`src/rtl/clk_pkg.sv`:
```
// ============================================================================
// Module : clk_pkg
// Brief  : Shared definitions for the clock-project counters: mode encoding,
//          button FSM states and default timing for a 50 MHz system clock.
// Rev    : 1.0 - initial release
// ============================================================================
`default_nettype none

package clk_pkg;

    // Mode switch encoding
    localparam logic MODE_RUN = 1'b0;
    localparam logic MODE_SET = 1'b1;

    // Default button timing at 50 MHz: 10 ms debounce, 0.5 s delay, 0.1 s rate
    localparam int DEFAULT_DEBOUNCE     = 500000;
    localparam int DEFAULT_REPEAT_DELAY = 25000000;
    localparam int DEFAULT_REPEAT_RATE  = 5000000;

    // Button press/hold/repeat FSM states
    typedef enum logic [2:0] {
        BTN_IDLE        = 3'd0,
        BTN_DEB_PRESS   = 3'd1,
        BTN_HELD        = 3'd2,
        BTN_REPEAT      = 3'd3,
        BTN_DEB_RELEASE = 3'd4
    } btn_state_t;

    // Largest of three timing values, used to size shared counters
    function automatic int max3(input int a, input int b, input int c);
        int m;
        m = (a > b) ? a : b;
        m = (m > c) ? m : c;
        return m;
    endfunction

endpackage

`default_nettype wire

```
`src/rtl/bin_to_bcd.sv`:
```
// ============================================================================
// Module : bin_to_bcd
// Brief  : Combinational binary to packed-BCD converter (shift-and-add-3),
//          DIGITS decimal digits, digit 0 in the LSBs.
// Rev    : 2.0 - generalised to DIGITS digits
// ============================================================================
`default_nettype none

module bin_to_bcd #(
    parameter int WIDTH  = 6,
    parameter int DIGITS = 2
) (
    input  logic [WIDTH-1:0]    i_bin,
    output logic [4*DIGITS-1:0] o_bcd
);

    localparam int c_SW = WIDTH + 4 * DIGITS;

    logic [c_SW-1:0] w_scratch;

    // Double-dabble: correct each BCD nibble >= 5 before every shift
    always_comb begin
        w_scratch              = '0;
        w_scratch[WIDTH-1:0]   = i_bin;
        for (int i = 0; i < WIDTH; i++) begin
            for (int d = 0; d < DIGITS; d++) begin
                if (w_scratch[WIDTH + 4*d +: 4] >= 4'd5) begin
                    w_scratch[WIDTH + 4*d +: 4] = w_scratch[WIDTH + 4*d +: 4] + 4'd3;
                end
            end
            w_scratch = w_scratch << 1;
        end
        o_bcd = w_scratch[WIDTH +: 4*DIGITS];
    end

endmodule

`default_nettype wire

```
`src/rtl/btn_step.sv`:
```
// ============================================================================
// Module : btn_step
// Brief  : Active-low button conditioner: 2-flop synchronizer, debounce and
//          hold/auto-repeat FSM producing one-cycle step pulses.
// Rev    : 1.0 - initial release
// ============================================================================
`default_nettype none

module btn_step
    import clk_pkg::*;
#(
    parameter int DEBOUNCE     = DEFAULT_DEBOUNCE,
    parameter int REPEAT_DELAY = DEFAULT_REPEAT_DELAY,
    parameter int REPEAT_RATE  = DEFAULT_REPEAT_RATE
) (
    input  logic clk,
    input  logic rst,
    input  logic i_btn_n,
    input  logic i_enable,
    output logic o_step
);

    localparam int c_MAX = max3(DEBOUNCE, REPEAT_DELAY, REPEAT_RATE);
    localparam int c_CW  = (c_MAX > 1) ? $clog2(c_MAX) : 1;

    localparam logic [c_CW-1:0] c_DEB_LAST  = c_CW'(DEBOUNCE - 1);
    localparam logic [c_CW-1:0] c_DLY_LAST  = c_CW'(REPEAT_DELAY - 1);
    localparam logic [c_CW-1:0] c_RATE_LAST = c_CW'(REPEAT_RATE - 1);
    localparam logic [c_CW-1:0] c_ONE       = c_CW'(1);

    logic [1:0]      r_sync;
    logic            r_prev;
    btn_state_t      r_state;
    btn_state_t      w_state_nxt;
    logic [c_CW-1:0] r_cnt;
    logic [c_CW-1:0] w_cnt_nxt;
    logic            r_from_repeat;
    logic            w_from_repeat_nxt;
    logic            r_step;
    logic            w_step_nxt;
    logic            w_pressed;
    logic            w_fall;

    // Only a fresh press starts a sequence, so a button held through reset or
    // a mode change must be released before it can step again.
    assign w_pressed = ~r_sync[1];
    assign w_fall    = r_prev & ~r_sync[1];
    assign o_step    = r_step;

    // Synchronize the button; reset preloads the current level so no edge is seen
    always_ff @(posedge clk) begin
        if (rst) begin
            r_sync <= {2{i_btn_n}};
            r_prev <= i_btn_n;
        end else begin
            r_sync <= {r_sync[0], i_btn_n};
            r_prev <= r_sync[1];
        end
    end

    // State, counter and step pulse registers
    always_ff @(posedge clk) begin
        if (rst) begin
            r_state       <= BTN_IDLE;
            r_cnt         <= '0;
            r_from_repeat <= 1'b0;
            r_step        <= 1'b0;
        end else begin
            r_state       <= w_state_nxt;
            r_cnt         <= w_cnt_nxt;
            r_from_repeat <= w_from_repeat_nxt;
            r_step        <= w_step_nxt;
        end
    end

    // Next-state logic: debounce press, hold delay, repeat, debounce release
    always_comb begin
        w_state_nxt       = r_state;
        w_cnt_nxt         = r_cnt;
        w_from_repeat_nxt = r_from_repeat;
        w_step_nxt        = 1'b0;
        if (!i_enable) begin
            w_state_nxt       = BTN_IDLE;
            w_cnt_nxt         = '0;
            w_from_repeat_nxt = 1'b0;
        end else begin
            case (r_state)
                BTN_IDLE: begin
                    if (w_fall) begin
                        if (c_DEB_LAST == '0) begin
                            w_state_nxt = BTN_HELD;
                            w_cnt_nxt   = '0;
                            w_step_nxt  = 1'b1;
                        end else begin
                            // This sample is the first of the debounce window
                            w_state_nxt = BTN_DEB_PRESS;
                            w_cnt_nxt   = c_ONE;
                        end
                    end
                end
                BTN_DEB_PRESS: begin
                    if (!w_pressed) begin
                        w_state_nxt = BTN_IDLE;
                        w_cnt_nxt   = '0;
                    end else if (r_cnt == c_DEB_LAST) begin
                        w_state_nxt = BTN_HELD;
                        w_cnt_nxt   = '0;
                        w_step_nxt  = 1'b1;
                    end else begin
                        w_cnt_nxt = r_cnt + c_ONE;
                    end
                end
                BTN_HELD, BTN_REPEAT: begin
                    if (!w_pressed) begin
                        w_from_repeat_nxt = (r_state == BTN_REPEAT);
                        if (c_DEB_LAST == '0) begin
                            w_state_nxt = BTN_IDLE;
                            w_cnt_nxt   = '0;
                        end else begin
                            w_state_nxt = BTN_DEB_RELEASE;
                            w_cnt_nxt   = c_ONE;
                        end
                    end else if (r_cnt == ((r_state == BTN_HELD) ? c_DLY_LAST : c_RATE_LAST)) begin
                        w_state_nxt = BTN_REPEAT;
                        w_cnt_nxt   = '0;
                        w_step_nxt  = 1'b1;
                    end else begin
                        w_cnt_nxt = r_cnt + c_ONE;
                    end
                end
                BTN_DEB_RELEASE: begin
                    if (w_pressed) begin
                        // Release was a bounce: resume holding without a step
                        w_state_nxt = r_from_repeat ? BTN_REPEAT : BTN_HELD;
                        w_cnt_nxt   = '0;
                    end else if (r_cnt == c_DEB_LAST) begin
                        w_state_nxt = BTN_IDLE;
                        w_cnt_nxt   = '0;
                    end else begin
                        w_cnt_nxt = r_cnt + c_ONE;
                    end
                end
                default: begin
                    w_state_nxt = BTN_IDLE;
                    w_cnt_nxt   = '0;
                end
            endcase
        end
    end

endmodule

`default_nettype wire

```
`src/rtl/led7_decoder.sv`:
```
// ============================================================================
// Module : led7_decoder
// Brief  : BCD digit to active-high 7-segment pattern {g,f,e,d,c,b,a};
//          non-decimal codes blank the digit.
// Rev    : 1.0 - initial release
// ============================================================================
`default_nettype none

module led7_decoder (
    input  logic [3:0] i_bcd,
    output logic [6:0] o_seg
);

    // Segment lookup
    always_comb begin
        o_seg = 7'h00;
        case (i_bcd)
            4'd0: o_seg = 7'h3F;
            4'd1: o_seg = 7'h06;
            4'd2: o_seg = 7'h5B;
            4'd3: o_seg = 7'h4F;
            4'd4: o_seg = 7'h66;
            4'd5: o_seg = 7'h6D;
            4'd6: o_seg = 7'h7D;
            4'd7: o_seg = 7'h07;
            4'd8: o_seg = 7'h7F;
            4'd9: o_seg = 7'h6F;
            default: o_seg = 7'h00;
        endcase
    end

endmodule

`default_nettype wire

```
`src/rtl/mod_set_counter.sv`:
```
// ============================================================================
// Module : mod_set_counter
// Brief  : Modulo-MODULUS counter stepped by tick_in edges in run mode and by
//          debounced auto-repeat buttons in set mode; BCD and 7-seg outputs.
// Rev    : 1.0 - initial release
// ============================================================================
`default_nettype none

module mod_set_counter
    import clk_pkg::*;
#(
    parameter int MODULUS      = 60,
    parameter int WIDTH        = 6,
    parameter int DIGITS       = 2,
    parameter int RUN_DOWN     = 0,
    parameter int DEBOUNCE     = DEFAULT_DEBOUNCE,
    parameter int REPEAT_DELAY = DEFAULT_REPEAT_DELAY,
    parameter int REPEAT_RATE  = DEFAULT_REPEAT_RATE
) (
    input  logic                clk,
    input  logic                reset,
    input  logic                tick_in,
    input  logic                mode,
    input  logic                add_n,
    input  logic                deduct_n,
    output logic [WIDTH-1:0]    value,
    output logic                carry_out,
    output logic [4*DIGITS-1:0] bcd,
    output logic [7*DIGITS-1:0] seg
);

    localparam logic [WIDTH-1:0] c_TOP = WIDTH'(MODULUS - 1);
    localparam logic [WIDTH-1:0] c_ONE = WIDTH'(1);

    logic [1:0]       r_tick_sync;
    logic             r_tick_prev;
    logic             r_mode_q;
    logic [WIDTH-1:0] r_value;
    logic [WIDTH-1:0] w_value_nxt;
    logic             r_carry;
    logic             w_carry_nxt;
    logic             w_tick_rise;
    logic             w_btn_en;
    logic             w_add_step;
    logic             w_ded_step;

    assign w_tick_rise = r_tick_sync[1] & ~r_tick_prev;
    // Buttons only run in set mode and are flushed on the cycle mode changes
    assign w_btn_en    = (mode == MODE_SET) && (mode == r_mode_q);
    assign value       = r_value;
    assign carry_out   = r_carry;

    // Tick synchronizer/edge tracker and mode history; runs in both modes
    always_ff @(posedge clk) begin
        if (reset) begin
            r_tick_sync <= {2{tick_in}};
            r_tick_prev <= tick_in;
            r_mode_q    <= mode;
        end else begin
            r_tick_sync <= {r_tick_sync[0], tick_in};
            r_tick_prev <= r_tick_sync[1];
            r_mode_q    <= mode;
        end
    end

    btn_step #(
        .DEBOUNCE     (DEBOUNCE),
        .REPEAT_DELAY (REPEAT_DELAY),
        .REPEAT_RATE  (REPEAT_RATE)
    ) u_btn_add (
        .clk      (clk),
        .rst      (reset),
        .i_btn_n  (add_n),
        .i_enable (w_btn_en),
        .o_step   (w_add_step)
    );

    btn_step #(
        .DEBOUNCE     (DEBOUNCE),
        .REPEAT_DELAY (REPEAT_DELAY),
        .REPEAT_RATE  (REPEAT_RATE)
    ) u_btn_deduct (
        .clk      (clk),
        .rst      (reset),
        .i_btn_n  (deduct_n),
        .i_enable (w_btn_en),
        .o_step   (w_ded_step)
    );

    // Next count: explicit wrap compares, since MODULUS need not be 2^WIDTH
    always_comb begin
        w_value_nxt = r_value;
        w_carry_nxt = 1'b0;
        if (mode == MODE_RUN) begin
            if (w_tick_rise) begin
                if (RUN_DOWN == 0) begin
                    if (r_value == c_TOP) begin
                        w_value_nxt = '0;
                        w_carry_nxt = 1'b1;
                    end else begin
                        w_value_nxt = r_value + c_ONE;
                    end
                end else begin
                    if (r_value == '0) begin
                        w_value_nxt = c_TOP;
                        w_carry_nxt = 1'b1;
                    end else begin
                        w_value_nxt = r_value - c_ONE;
                    end
                end
            end
        end else if (w_add_step != w_ded_step) begin
            // Coincident add and deduct steps cancel out
            if (w_add_step) begin
                w_value_nxt = (r_value == c_TOP) ? '0 : (r_value + c_ONE);
            end else begin
                w_value_nxt = (r_value == '0) ? c_TOP : (r_value - c_ONE);
            end
        end
    end

    // Registered count and wrap carry
    always_ff @(posedge clk) begin
        if (reset) begin
            r_value <= '0;
            r_carry <= 1'b0;
        end else begin
            r_value <= w_value_nxt;
            r_carry <= w_carry_nxt;
        end
    end

    bin_to_bcd #(
        .WIDTH  (WIDTH),
        .DIGITS (DIGITS)
    ) u_bcd (
        .i_bin (r_value),
        .o_bcd (bcd)
    );

    for (genvar g = 0; g < DIGITS; g++) begin : g_digit
        led7_decoder u_led7 (
            .i_bcd (bcd[4*g +: 4]),
            .o_seg (seg[7*g +: 7])
        );
    end

endmodule

`default_nettype wire
```
`config.mk`:
```
export PLATFORM = sky130hd
export DESIGN_NAME = mod_set_counter
export DESIGN_NICKNAME = d
export VERILOG_FILES = /design/src/rtl/clk_pkg.sv /design/src/rtl/bin_to_bcd.sv /design/src/rtl/btn_step.sv /design/src/rtl/led7_decoder.sv /design/src/rtl/mod_set_counter.sv
export SDC_FILE = /design/constraint.sdc
export NUM_CORES = 1
export LEC_CHECK = 0
export CORE_MARGIN = 2
export CORE_UTILIZATION = 53
export CTS_BUF_LIST = sky130_fd_sc_hd__clkbuf_4 sky130_fd_sc_hd__clkbuf_8 sky130_fd_sc_hd__clkbuf_16
export DETAILED_ROUTE_END_ITERATION = 16
export PLACE_DENSITY = 0.73
export SKIP_CTS_REPAIR_TIMING = 1
export SKIP_LAST_GASP = 1
export SYNTH_ARGS = -nofsm -noshare
export SYNTH_HDL_FRONTEND = slang
export SYNTH_SLANG_ARGS = --single-unit
```
`constraint.sdc`:
```
create_clock -name clk -period 6.1 [get_ports clk]
set_input_delay 1.22 -clock clk [delete_from_list [all_inputs] [get_ports clk]]
set_output_delay 1.22 -clock clk [all_outputs]
set_load 0.02 [all_outputs]
```
# Word level (Yosys, flattened, before mapping)
# Memories as Yosys holds them, arrays and structs flattened.
# Index checks and enable logic that the tools add are counted.
# word_totals
reg_bits	77
rom_bits	224
inputBits	6
out_inout_bits	29
wordCells	153
mem_count	2
# mem_list
name	words	word_bits	rd	rd_clocked_by_memory_dff	write_ports	line_no	rtl
(no name shown)	16	7	1	0	0	led7_decoder.sv:17	case (i_bcd)
(no name shown)	16	7	1	0	0	led7_decoder.sv:17	
# classes
addsub	13
order_cmp	9
n_eq_ne	24
n_mux	66
n_bitwise	8
n_reduce_logical	14
# ops
op	count
$mux W25	14
$pmux W25 S4	2
$mux W3	19
$add A25 B1 Y25 const B	2
$eq A25 B19 Y1 const B	2
$eq A25 B25 Y1	2
$mux W6	6
$ge A4 B3 Y1 const B	7
$pmux W3 S4	2
$add A4 B2 Y4 const B	4
$mux W4	4
$mux W1	14
$eq A3 B2 Y1 const B	4
$ne A3 B1 Y1 const B	4
$add A3 B2 Y3 const B	3
$reduce_and A4 Y1	2
$add A6 B1 Y6 const B	1
$eq A3 B1 Y1 const B	2
$eq A3 B3 Y1 const B	2
$eq A6 B6 Y1 const B	1
$logic_not A3 Y1	2
$logic_not A6 Y1	1
$mux W2	3
$ne A2 B1 Y1 const B	3
other kinds (16)	28

# Longest topological paths before layout
# Gate-level depths: netlist of the first run.
# An unclocked memory read counts as a cell.
# logic_depth
depth_word	11
depth_mapped	21
ltp_nobuf	20

# Hierarchy
# A second synthesis of the first run with hierarchy kept.
# unflattened
hier_cells	671
area_unflattened_um2	5262.5
# by_module_without_submodules
module	n_inst	cells_per_inst	area_each_um2	seq_area_each_um2
btn_step	2	239	1854.3	660.6
mod_set_counter	1	78	678.2	220.2
bin_to_bcd	1	59	437.9	0.0
led7_decoder	2	28	219.0	0.0

# Least setup slack after synthesis of the first run
# No wires, ideal clock.
# synth_timing
path_type	register to output
start	register r_value[3] (netlist: value[3])
end	output port seg[5]
t_arrival_ns	4.706
t_required_ns	4.880
setup_slack_ns	0.174
path_stages_with_launch	21
path_buffers	1
path_cell_list	dfxtp_1 clkbuf_1 inv_1 ha_1 inv_1 ha_1 a21o_1 xnor2_1 ha_1 nor2b_1 nor2_1 a221o_1 ha_1 nor2b_1 or2_2 o32a_1 nand2_1 xnor2_1 inv_1 ha_1 o32ai_1
# synth_via
elab_chain_len	7
elab_cells_between_ends	10
classes_between	add/sub (3); order compare (3); mux (3); memory (1)
# synth_lines
item	line_no	rtl
start, declared	mod_set_counter.sv:38	logic [WIDTH-1:0] r_value;
start signal, assigned	mod_set_counter.sv:128	r_value <= w_value_nxt;
$add A4 B2 Y4 / $ge A4 B3 Y1 (equally long branches)	bin_to_bcd.sv:28, bin_to_bcd.sv:27	
$mux W4 (*)	bin_to_bcd.sv:27	if (w_scratch[WIDTH + 4*d +: 4] >= 4'd5) begin
$add A4 B2 Y4 / $ge A4 B3 Y1 (equally long branches)	bin_to_bcd.sv:28, bin_to_bcd.sv:27	
$mux W4 (*)	bin_to_bcd.sv:27	
$add A4 B2 Y4 / $ge A4 B3 Y1 (equally long branches)	bin_to_bcd.sv:28, bin_to_bcd.sv:27	
$mux W4 (*)	bin_to_bcd.sv:27	
$mem_v2 Z16 W7 (*)	--	
end, declared	mod_set_counter.sv:29	output logic [7*DIGITS-1:0] seg
# Mark *: on every way between the ends. The rest lies on a longest branch, timed or not.

# Worst setup path after layout of the first run
# layout_timing
start	register r_value[4] (netlist: value[4])
end	output port seg[3]
# layout_via
elab_chain_len	9
elab_cells_between_ends	13
classes_between	add/sub (4); order compare (4); mux (4); memory (1)
# layout_lines
item	line_no
$add A4 B2 Y4 / $ge A4 B3 Y1 (equally long branches)	bin_to_bcd.sv:28, bin_to_bcd.sv:27
$mux W4 (*)	bin_to_bcd.sv:27
$add A4 B2 Y4 / $ge A4 B3 Y1 (equally long branches)	bin_to_bcd.sv:28, bin_to_bcd.sv:27
$mux W4 (*)	bin_to_bcd.sv:27
$ge A4 B3 Y1 / $add A4 B2 Y4 (equally long branches)	bin_to_bcd.sv:27, bin_to_bcd.sv:28
$mux W4 (*)	bin_to_bcd.sv:27
$add A4 B2 Y4 / $ge A4 B3 Y1 (equally long branches)	bin_to_bcd.sv:28, bin_to_bcd.sv:27
$mux W4 (*)	bin_to_bcd.sv:27
$mem_v2 Z16 W7 (*)	--
# Marked as above.

==> results of run 1 <==
-- layer usage --
metal | global-route usage [%] | vias to the layer above | part of all wire, %
li1 | - | 2446 | -
met1 | 31.9 | 2374 | 45
met2 | 39.0 | 142 | 48
met3 | 3.86 | 26 | 4.8
met4 | 10.3 | 0 | 2.0
met5 | 0 | - | 0
-- Yosys cell counts, types with 16 or more instances --
cell type	number	area share, %
dfxtp_1	77	31
nand2_1	73	5.5
nor2_1	54	4.0
a21oi_1	48	4.8
a311oi_1	39	6.8
clkbuf_1	39	2.9
nand3_1	32	3.2
o21ai_0	32	3.2
inv_1	28	2.1
ha_1	22	5.5
a31oi_1	17	2.1
nor3_1	16	1.6
-- path summary, 6_finish.rpt --
kind                   startpoint                   to  depth (start not counted)
max                      value[4]               seg[3]                         20
min                   r_tick_prev            carry_out                          1
max reg2reg  u_btn_add.r_state[1]  u_btn_add.r_cnt[17]                          7
min reg2reg           r_tick_prev            carry_out                          1
-- cells by family (layout without fill, tap and decap cells) --
group / count (synthesis) / after routing / synth area share [%]
simple gates: 270 / 270 / 27.8
compound gates: 193 / 193 / 27.0
other cells: 1 / 1 / 0.0746
flops: 77 / 77 / 30.7
mux: 7 / 7 / 1.42
xor+xnor: 5 / 5 / 0.871
buf+inv: 79 / 89 / 6.64
fa+ha+maj: 22 / 22 / 5.48
-- critical path, cell delays in order (launching register included) --
cell and delay [ns]:
dfxtp_1 0.33, inv_2 0.09, ha_2 0.20, inv_1 0.05, ha_2 0.19, a21o_4 0.21, xnor2_2 0.21, ha_2 0.23
nor2b_4 0.05, a211o_1 0.23, a221o_1 0.36, ha_1 0.24, nor2b_2 0.18, or2_2 0.27, o32a_1 0.27, nand2_1 0.11
xnor2_1 0.16, inv_1 0.12, ha_1 0.29, o221a_2 0.28, dlymetal6s2s_1 0.20
-- stage by stage --
stage               power (mW)  hold slack (ns)
finish                    1.19            0.432
global route              1.24            0.445
CTS                       1.19            0.434
detailed placement       0.800            0.424
global placement         0.792            0.419
floorplan                0.706            0.400
-- state kept, by name (all words and copies together), names as in the netlist --
signal	count
u_btn_add.r_cnt	25
u_btn_deduct.r_cnt	25
value	6
u_btn_add.r_state	3
u_btn_deduct.r_state	3
r_tick_sync	2
u_btn_add.r_sync	2
u_btn_deduct.r_sync	2
carry_out	1
r_mode_q	1
r_tick_prev	1
u_btn_add.o_step	1
u_btn_add.r_from_repeat	1
u_btn_add.r_prev	1
u_btn_deduct.o_step	1
u_btn_deduct.r_from_repeat	1
u_btn_deduct.r_prev	1
-- where the power goes --
| group | switching, mW | internal (mW) |
|---|---|---|
| clock | 0.197 | 0.191 |
| sequential | 0.0104 | 0.510 |
| combinational | 0.156 | 0.121 |
| total | 0.364 | 0.822 |
-- layout make-up --
cell class                 count  area, um^2  share of cell area [%]
multi-input combinational    498        3230                    56.9
sequential                    77        1540                    27.2
timing repair buffer          44         428                    7.55
tap                          129         161                    2.85
clock buffer                   9         124                    2.19
inverter                      29         109                    1.92
clock inverter                 7        75.1                    1.33
==> qor.csv, run 1 <==
metric,value,unit
final number of max-transition violations,0,
placed instance count,773,
syn nets,682,
gpl congestion,0.869,
Area Growth Syn to Fin,12.7,%
average routed wire per standard cell,15.2,um
worst-margin pin slew,1.11,ns
"FFs w/ async S/R, synth",0,%
Rel. slew slack,25.0,%
Setup Viol. Count Final,0,
PD cells,209,nW/um^2
Post-Route Skew,0.0146,ns
Nets,687,
DRC,0,
Critical Path End Type,primary output,
pre-CTS WS,-0.0483,ns
gr ovfl total,0,
max-cap violation count,0,
most frequent cells in the layout,"77 x dfxtp_1, 73 x nand2_1, 54 x nor2_1, 47 x a21oi_1, 39 x a311oi_1",
via count,4988,
Hold Fails Final Rpt,0,
placed cell areas,5370,um^2
"commonest non-fill, non-tap cell in the layout",dfxtp_1,
critical path arrival,4.61,ns
port buffer count,33,
fin crit period,5.83,ns
Yosys cell types,75,
layout cell share with drive strength beyond 1,9.19,%
DP HPWL,8.33,mm
crit start category,flop,
number of global-route vias before repair,4535,
Sink Count,77,
die width,101,um
Starting Density,54.4,%
sequential area share after synthesis,30.7,%
root buf cell,clkbuf_8,
WL final,12.1,mm
Antenna Nets Post-Route,0,
PnR worst setup slack,0.265,ns
synthesized netlist cell count,654,
Worst EP required,4.88,ns
r2r setup slk,3.40,ns
# rows,35,
gr usage total,24.1,%
CORE AREA,9240,um^2
worst-skew pair later-pin latency,0.35,ns
most used flip-flop cell after synthesis,dfxtp_1,
largest net degree at the start of global routing,61,
vias per cell,6.29,
# fillers,822,
leakage,1.86,nW
RSZ-0062 raised after global routing,no,
diode count,0,
post-layout instance area,5660,um^2
setup TNS,0,ns
clock buffer count from CTS,9,
Ys Warns,0,
Iter 0 DRT Violations,289,
Max Root-Sink Buffers,2,
global-route wire length before repair,20.5,mm
Synth Cell Area,5030,um^2
clock-pin slew on the worst setup and hold paths,0.09,ns
initial antenna violation count,0,
Final Core Density,61.3,%
post-route clock period utilization,95.7,%
"Max FO, Critical Path",6,
DRT Pass-1 Iters,5,
Post-synth EDFFs,0,
H-tree depth,3,
kind of critical path,flop to primary output,
Worst Hold Class,flop to flop,
Top-Level Pins,35,
outcome,"complete, no violations",
"Avg Cell Area, Syn",7.69,um^2
Max Freq,171,MHz
CTS tree,built,
peak supply drop,137,uV
Final Non-Filler Cells,793,
Die ar.,10300,um^2
Yosys reg bits,77,
die height,101,um
Power figures use the tool's default switching activity.
==> run 2: changes to the inputs <==
--- a/config.mk
+++ b/config.mk
@@ -15,3 +15,4 @@
 export SYNTH_ARGS = -nofsm -noshare
 export SYNTH_HDL_FRONTEND = slang
 export SYNTH_SLANG_ARGS = --single-unit
+export TNS_END_PERCENT = 5
==> results of run 2 <==
Final layout, timing and power as in run 1 (identical DEF).
==> run 3: changes to the inputs <==
==> constraint.sdc (replaced) <==
create_clock -name clk -period 5.9 [get_ports clk]
set_input_delay 1.18 -clock clk [delete_from_list [all_inputs] [get_ports clk]]
set_output_delay 1.18 -clock clk [all_outputs]
set_load 0.02 [all_outputs]
==> qor.csv, run 3 (synthesis gave the netlist of run 1 again) <==
metric,value,unit
CORE AREA,9240,um^2
setup TNS,-0.00779,ns
Top-Level Pins,35,
PD cells,225,nW/um^2
global-route wire length before repair,20.7,mm
final number of max-transition violations,0,
Max Freq,169,MHz
pre-CTS WS,-0.145,ns
gr ovfl total,0,
root buf cell,clkbuf_8,
Antenna Nets Post-Route,0,
layout cell share with drive strength beyond 1,9.60,%
Sink Count,77,
number of global-route vias before repair,4568,
H-tree depth,3,
Nets,690,
gr usage total,24.1,%
leakage,1.88,nW
PnR worst setup slack,-0.00779,ns
clock buffer count from CTS,9,
via count,4935,
"Max FO, Critical Path",6,
Max Root-Sink Buffers,2,
post-route clock period utilization,100,%
R2R depth,6,
vias per cell,6.20,
kind of critical path,flop to primary output,
die width,101,um
max-cap violation count,0,
Sw Ratio,29.4,%
average routed wire per standard cell,15.1,um
Comb power frac,22.5,%
Final Non-Filler Cells,796,
Worst Hold Class,flop to flop,
crit start category,flop,
# rows,35,
"commonest non-fill, non-tap cell in the layout",dfxtp_1,
failing checks,setup timing,
largest net degree at the start of global routing,61,
Hold Fails Final Rpt,0,
Hold Slack,0.429,ns
Area Growth Syn to Fin,13.6,%
critical path arrival,4.73,ns
gpl congestion,0.874,
hold path cells,1,
peak supply drop,106,uV
Seq pwr share,41.8,%
Rel. slew slack,21.5,%
diode count,0,
worst-skew pair later-pin latency,0.36,ns
Die ar.,10300,um^2
clock network power share,35.7,%
fin crit period,5.91,ns
placed instance count,774,
Setup Viol. Count Final,1,
DRC,0,
CTS tree,built,
WL final,12.0,mm
Post-Route Skew,0.0193,ns
DRT Pass-1 Iters,5,
die height,101,um
clock-pin slew on the worst setup and hold paths,0.09,ns
outcome,finished with violations,
most frequent cells in the layout,"77 x dfxtp_1, 72 x nand2_1, 54 x nor2_1, 47 x a21oi_1, 39 x a311oi_1",
worst-margin pin slew,1.18,ns
Critical Path End Type,primary output,
initial antenna violation count,0,
Worst EP required,4.72,ns
Iter 0 DRT Violations,272,
DP HPWL,8.14,mm
Starting Density,54.4,%
Int Pwr,0.908,mW
port buffer count,33,
P_sw,0.378,mW
RSZ-0062 raised after global routing,yes,
==> run 3: cell types whose count changed in the layout (fill, tap and decap cells not counted), moves of 2 or more <==
cell / previous run / this run
clkinv_2: 2 / 0
ha_1: 18 / 20
buf_4: 11 / 14
ha_2: 4 / 2
==> run 3: cell type report <==
| class | count | area [um^2] |
|---|---|---|
| Clock inverter | 6 | 95.1 |
| Timing Repair Buffer | 47 | 445 |
| Fill cell | 819 | 3530 |
| Clock buffer | 10 | 138 |
| Sequential cell | 77 | 1540 |
| Multi-Input combinational cell | 498 | 3220 |
| Inverter | 29 | 109 |
| Tap cell | 129 | 161 |
==> run 3: path summary, 6_finish.rpt <==
path | from | slack [ns] | endpoint
hold / removal | r_tick_prev | 0.43 | carry_out
setup / recovery | value[4] | -0.008 | seg[3]
setup reg to reg | u_btn_add.r_state[1] | 3.06 | u_btn_add.r_cnt[15]
hold reg to reg | r_tick_prev | 0.43 | carry_out
==> run 3: per-layer routing <==
metal | track usage, % | vias up | part of all wire (%)
li1 | - | 2451 | -
met4 | 7.69 | 0 | 1.1
met5 | 0 | - | 0
met2 | 40.5 | 151 | 48
met3 | 4.42 | 15 | 4.6
met1 | 31.5 | 2318 | 46
==> run 3: critical path, stage by stage, from the launching register on <==
cell and delay, ns:
dfxtp_1 0.33, inv_2 0.09, ha_2 0.19, inv_1 0.04
ha_1 0.22, a21o_1 0.23, xnor2_2 0.17, ha_1 0.23
nor2b_2 0.18, a211o_1 0.24, a221o_1 0.38, ha_2 0.22
nor2b_2 0.17, or2_2 0.27, o32a_1 0.27, nand2_2 0.13
xnor2_2 0.13, inv_1 0.11, ha_1 0.29, o221a_2 0.28
dlymetal6s2s_1 0.20
==> run 3: power by group through the flow <==
stage	combinational, mW	sequential (mW)	clock, mW
4_1_cts	0.281	0.537	0.471
5_1_grt	0.318	0.540	0.494
3_3_place_gp	0.274	0.549	0
3_5_place_dp	0.280	0.550	0
2_1_floorplan	0.183	0.546	0
6_report	0.289	0.538	0.459
==> run 3: stage by stage <==
| stage | total power [mW] | area [um^2] | utilization, % |
|---|---|---|---|
| detailed placement | 0.830 | 5380 | 58.2 |
| floorplan | 0.730 | 5030 | - |
| CTS | 1.29 | 5610 | 60.7 |
| global route | 1.35 | 5710 | 61.8 |
| global placement | 0.823 | 5380 | 58.2 |
| finish | 1.29 | 5710 | 61.8 |
